[config.mk]
export PLATFORM = sky130hd
export DESIGN_NAME = mix_columns_seq
export DESIGN_NICKNAME = d
export VERILOG_FILES = /design/src/rtl/aes_pkg.sv /design/src/rtl/mix_column_word.sv /design/src/rtl/mix_columns_seq.sv
export SDC_FILE = /design/constraint.sdc
export NUM_CORES = 1
export LEC_CHECK = 0
export ABC_AREA = 1
export CAP_MARGIN = 5
export CORE_ASPECT_RATIO = 1.5
export CORE_UTILIZATION = 35
export CTS_BUF_LIST = sky130_fd_sc_hd__clkbuf_16
export DETAILED_ROUTE_END_ITERATION = 16
export GPL_TIMING_DRIVEN = 0
export PLACE_DENSITY = 0.71
export SLEW_MARGIN = 10
export SYNTH_ARGS = -nofsm -noshare
export SYNTH_HDL_FRONTEND = slang
export SYNTH_SLANG_ARGS = --single-unit
[constraint.sdc]
create_clock -name clk -period 2.55 [get_ports clk]
set_input_delay 0.255 -clock clk [delete_from_list [all_inputs] [get_ports clk]]
set_output_delay 0.255 -clock clk [all_outputs]
set_load 0.01 [all_outputs]
[src/rtl/aes_pkg.sv]
// Shared AES types and GF(2^8) helpers for the encrypt and decrypt datapaths.
package aes_pkg;

    typedef logic [31:0]  word_t;
    typedef logic [127:0] state_t;

    localparam logic [7:0] AES_POLY = 8'h1b;

    function automatic logic [7:0] xtime(input logic [7:0] x);
        return {x[6:0], 1'b0} ^ (x[7] ? AES_POLY : 8'h00);
    endfunction

    function automatic logic [7:0] gmul2(input logic [7:0] x);
        return xtime(x);
    endfunction

    function automatic logic [7:0] gmul3(input logic [7:0] x);
        return xtime(x) ^ x;
    endfunction

endpackage

[src/rtl/mix_column_word.sv]
// Combinational forward MixColumns on one 32-bit column (byte 0 in the top byte).
module mix_column_word
    import aes_pkg::*;
(
    input  logic [31:0] col_in,
    output logic [31:0] col_out
);

    logic [7:0] a0, a1, a2, a3;
    logic [7:0] b0, b1, b2, b3;

    assign {a0, a1, a2, a3} = col_in;

    assign b0 = gmul2(a0) ^ gmul3(a1) ^ a2        ^ a3;
    assign b1 = a0        ^ gmul2(a1) ^ gmul3(a2) ^ a3;
    assign b2 = a0        ^ a1        ^ gmul2(a2) ^ gmul3(a3);
    assign b3 = gmul3(a0) ^ a1        ^ a2        ^ gmul2(a3);

    assign col_out = {b0, b1, b2, b3};

endmodule

[src/rtl/mix_columns_seq.sv]
// Sequential AES MixColumns: accepts a state, mixes COLS_PER_CYCLE columns per clock
// in place, then holds the result until the downstream handshake completes.
module mix_columns_seq
    import aes_pkg::*;
#(
    parameter int unsigned COLS_PER_CYCLE = 1
) (
    input  logic         clk,
    input  logic         reset,
    input  logic         in_valid,
    output logic         in_ready,
    input  logic [127:0] in_state,
    output logic         out_valid,
    input  logic         out_ready,
    output logic [127:0] out_state,
    output logic         busy
);

    localparam int unsigned NCYC     = 4 / COLS_PER_CYCLE;
    localparam logic [1:0]  STEP     = 2'(COLS_PER_CYCLE);
    localparam logic [1:0]  LAST_COL = 2'((NCYC - 1) * COLS_PER_CYCLE);

    generate
        if (COLS_PER_CYCLE != 1 && COLS_PER_CYCLE != 2 && COLS_PER_CYCLE != 4) begin : g_bad_cols
            $error("mix_columns_seq: COLS_PER_CYCLE must be 1, 2 or 4");
        end
    endgenerate

    typedef enum logic [1:0] {IDLE, COMPUTE, DONE} fsm_t;

    fsm_t         fsm;
    word_t  [3:0] work;  // column c lives in work[3-c]
    logic   [1:0] col;

    word_t        mixed [COLS_PER_CYCLE];
    logic   [1:0] slot  [COLS_PER_CYCLE];

    for (genvar k = 0; k < COLS_PER_CYCLE; k++) begin : g_col
        assign slot[k] = 2'd3 - (col + 2'(k));
        mix_column_word u_mix (
            .col_in  (work[slot[k]]),
            .col_out (mixed[k])
        );
    end

    assign out_state = work;
    assign in_ready  = (fsm == IDLE) || ((fsm == DONE) && out_ready);

    always_ff @(posedge clk) begin
        if (reset) begin
            fsm       <= IDLE;
            work      <= '0;
            col       <= '0;
            out_valid <= 1'b0;
            busy      <= 1'b0;
        end else begin
            case (fsm)
                IDLE: begin
                    if (in_valid) begin
                        work <= in_state;
                        col  <= '0;
                        busy <= 1'b1;
                        fsm  <= COMPUTE;
                    end
                end
                COMPUTE: begin
                    for (int unsigned k = 0; k < COLS_PER_CYCLE; k++) begin
                        work[slot[k]] <= mixed[k];
                    end
                    col <= col + STEP;
                    if (col == LAST_COL) begin
                        busy      <= 1'b0;
                        out_valid <= 1'b1;
                        fsm       <= DONE;
                    end
                end
                DONE: begin
                    // A transfer and a new accept may share the same edge.
                    if (out_ready) begin
                        out_valid <= 1'b0;
                        if (in_valid) begin
                            work <= in_state;
                            col  <= '0;
                            busy <= 1'b1;
                            fsm  <= COMPUTE;
                        end else begin
                            fsm <= IDLE;
                        end
                    end
                end
                default: fsm <= IDLE;
            endcase
        end
    end

endmodule

==> results of run 1 <==
logic make-up (layout without fill, tap and decap cells):
logic type	count (synthesis)	count (layout)	synth area share, %
xor+xnor	11	11	1.450
fa+ha+maj	4	4	0.5421
compound gates	398	398	21.78
simple gates	817	817	39.33
buf+inv	154	447	7.847
flops	134	134	29.06
critical path: cells and delay by family (launching register included):
family / cells / cell delay (ps)
fa+ha+maj: 1 / 230
buf+inv: 6 / 1150
flops: 1 / 340
compound gates: 1 / 140
simple gates: 2 / 510
repair_timing:
item,CTS,global route
endpoints found under the setup margin,29,54
resized for setup,5,16
endpoints found under the hold margin,0,0
flip-flops by register name (all words and copies together) (netlist names):
name,count
busy,1
col,2
fsm,2
out_state,128
out_valid,1
layout make-up:
cell class              instances  area [µm²]
clock inverters                14       96.34
well taps                     333       416.7
repair buffers                262        2623
fillers                      2668       13030
flip-flops and latches        134        2683
plain buffers                  90       495.5
clock buffers                  17       425.4
inverters                      64       245.2
multi-input cells            1230        5846
how the worst min path moves through the flow:
stage | slack [ps] | from | cells after the start | to
2_1_floorplan | 320 | reset | 1 | col[1]$_SDFFE_PP0P_
3_3_place_gp | 460 | out_valid$_SDFFE_PP0P_ | 2 | out_valid$_SDFFE_PP0P_
3_5_place_dp | 460 | out_valid$_SDFFE_PP0P_ | 2 | out_valid$_SDFFE_PP0P_
4_1_cts | 410 | in_valid | 3 | fsm[0]$_SDFFE_PP0P_
5_1_grt | 420 | in_valid | 3 | fsm[0]$_SDFFE_PP0P_
6_report | 410 | in_valid | 3 | fsm[0]$_SDFFE_PP0P_
per-stage QoR:
step	TNS (ps)	hold WS [ps]	cells
6_report	0	405.4	2144
5_1_grt	-1.567	419.5	2144
4_1_cts	0	408.5	2144
3_5_place_dp	-4407	463.0	2113
3_3_place_gp	-3975	457.6	2113
2_1_floorplan	0	324.1	1518
power breakdown:
part | total, W | internal, W | switching [W]
registers | 0.00258 | 0.00234 | 0.000241
logic | 0.00435 | 0.00146 | 0.00289
clock network | 0.00234 | 0.00130 | 0.00104
total | 0.00927 | 0.00511 | 0.00417
Yosys cell counts, types with 2 or more instances:
cell type  instances
a21oi_1          263
buf_2             17
buf_4              8
buf_6              9
buf_8              2
clkbuf_1          54
dfxtp_1          134
ha_1               4
inv_1             42
inv_2             21
nand2_1          512
nand2_2           64
nand2_4            7
nand3_1          209
nand3_2           10
nand4_1            2
nor2_1             9
nor2_2             2
o21ai_0          130
o21ai_2            4
xnor2_1            5
xnor2_2            5
routing by layer:
| metal | global-route usage, % | up-vias | wire, µm |
|---|---|---|---|
| met1 | 45.13 | 5707 | 19660 |
| met3 | 7.980 | 226 | 4582 |
| li1 | - | 5636 | - |
| met4 | 29.57 | 0 | 4424 |
| met2 | 63.62 | 833 | 24700 |
| met5 | 0 | - | 0 |
layout by cell type, fill, tap and decap left out, drive strengths merged, types with 4 or more instances in the layout:
master and n:
nand2 583, clkdlybuf4s50 262, clkinv 7, o21ai 134
xnor2 10, clkbuf 72, buf 35, a21oi 264
nor2 11, ha 4, inv 66, nand3 219
dfxtp 134, clkinvlp 4
==> summary.txt, run 1 <==
Floorplanning
  • IO Pins: 263
  • Height of the die: 200.9 µm
  • Starting Density: 35.71%
  • Die ar.: 27050 µm²
  • Row cnt: 72
  • CORE AREA: 25850 µm²
  • Chip width: 134.6 µm

GRT
  • Initial antenna violation count: 0
  • Largest net degree at the start of global routing: 17
  • Global-route wire length before repair: 76130 µm
  • Vias in the first global route: 11960
  • Grt ovf: 0
  • GRT Total Usage: 39.26%

Clock network
  • CTS tree: yes
  • Clk buf depth: 2
  • CTS Buf Count: 17
  • Root Buffer: clkbuf_16
  • Sinks on Clock Net: 134
  • Htree depth: 4
  • Clock transition at path regs: 60 ps
  • Cts hold-fix bufs: 0
  • Setup repair bufs after CTS: 0
  • Clk_lat worst skew: 450 ps

Yosys
  • Sequential share of the synthesized area: 29.06%
  • Yosys top cell by area: dfxtp_1
  • Synth Cell Area: 9233 µm²
  • Main synth FF type: dfxtp_1
  • Register bit total from synthesis: 134
  • Top cells by area, synth: dfxtp_1, nand2_1, a21oi_1, nand3_1, o21ai_0
  • Share of the synthesized area in the top cell type: 29.06%
  • Post-Synthesis Cells: 1518
  • Synth async-reset ratio: 0%
  • Mean Syn Cell Area: 6.082 µm²
  • Yosys cell types: 27
  • Post-synth EDFFs: 0
  • Synth warn: 0
  • Syn Nets: 1654

STA
  • Post-route setup slack: 60.96 ps
  • Clock Skew: 11.65 ps
  • Fin. max-slew vios: 0
  • Worst slew pin tran: 1073 ps
  • Final setup fails: 0
  • Slew HR: 28.49%
  • FMAX: 0.4018 GHz
  • Hold Fails Final Rpt: 0
  • Period Utilization, post-route: 97.61%
  • Min Clock Period, post-route: 2489 ps

Setup path
  • Worst r2r path cells: 10
  • R2R Setup Slk: 60 ps
  • Critical-path maximum fanout: 11
  • Critical path endpoint category: flip-flop
  • CP max stage delay: 420 ps
  • Worst setup SP type: flip-flop
  • End of the worst register-to-register path: out_state[110]$_SDFFE_PP0P_
  • Cells along the critical path: buf_2 > inv_2 > buf_6 > buf_6 > ha_1 > inv_1 > nor2_2 > buf_2 > nand3_1 > a21oi_1
  • CP required: 2920 ps
  • Arr. time, crit path: 2860 ps
  • Worst r2r src: col[1]$_SDFFE_PP0P_
  • Worst path slowest cell: buf_2
  • CP Launch Point: col[1]$_SDFFE_PP0P_
  • Worst Setup EP: out_state[110]$_SDFFE_PP0P_
  • Critical Setup Path Class: flip-flop to flip-flop

Finish
  • Area Growth Syn to Fin: 38.96%
  • Nets: 1935
  • Util after Layout: 49.62%
  • Fin area: 12830 µm²
  • Layout cell share with drive strength beyond 1: 10.33%
  • # diodes: 0

Status
  • Status: completed

Placement
  • Dpl ws: -268.4 ps
  • Port bufs: 262
  • Routability Congestion: 1.041
  • Placed Area: 12270 µm²
  • Final HPWL from detailed placement: 40350 µm

Min path
  • Hold crit path type: input port to flip-flop

Routing
  • DR vias/cell: 5.785
  • WL final: 53370 µm
  • Routed length per instance: 24.89 µm
  • Drt initial violations: 1259
  • Via count: 12400
  • DRT antenna net count: 0
  • Pre-Repair DR Iteration Count: 6
  • DRC: 0

Power
  • Leakage Power: 5.456 nW
  • Total power: 0.009274 W
  • Pwr Density: 722.9 nW/µm²
  • VDD IR max: 603.6 µV

Run
  • Max_cap viols: 0
(Power assumes the default switching activity.)
==> inputs of run 2 (changes only) <==
--- a/config.mk
+++ b/config.mk
@@ -13,7 +13,6 @@
 export DETAILED_ROUTE_END_ITERATION = 16
 export GPL_TIMING_DRIVEN = 0
 export PLACE_DENSITY = 0.71
-export SLEW_MARGIN = 10
 export SYNTH_ARGS = -nofsm -noshare
 export SYNTH_HDL_FRONTEND = slang
 export SYNTH_SLANG_ARGS = --single-unit
==> results of run 2 <==
Same layout as run 1: the final DEF is identical, and so are final timing and power.
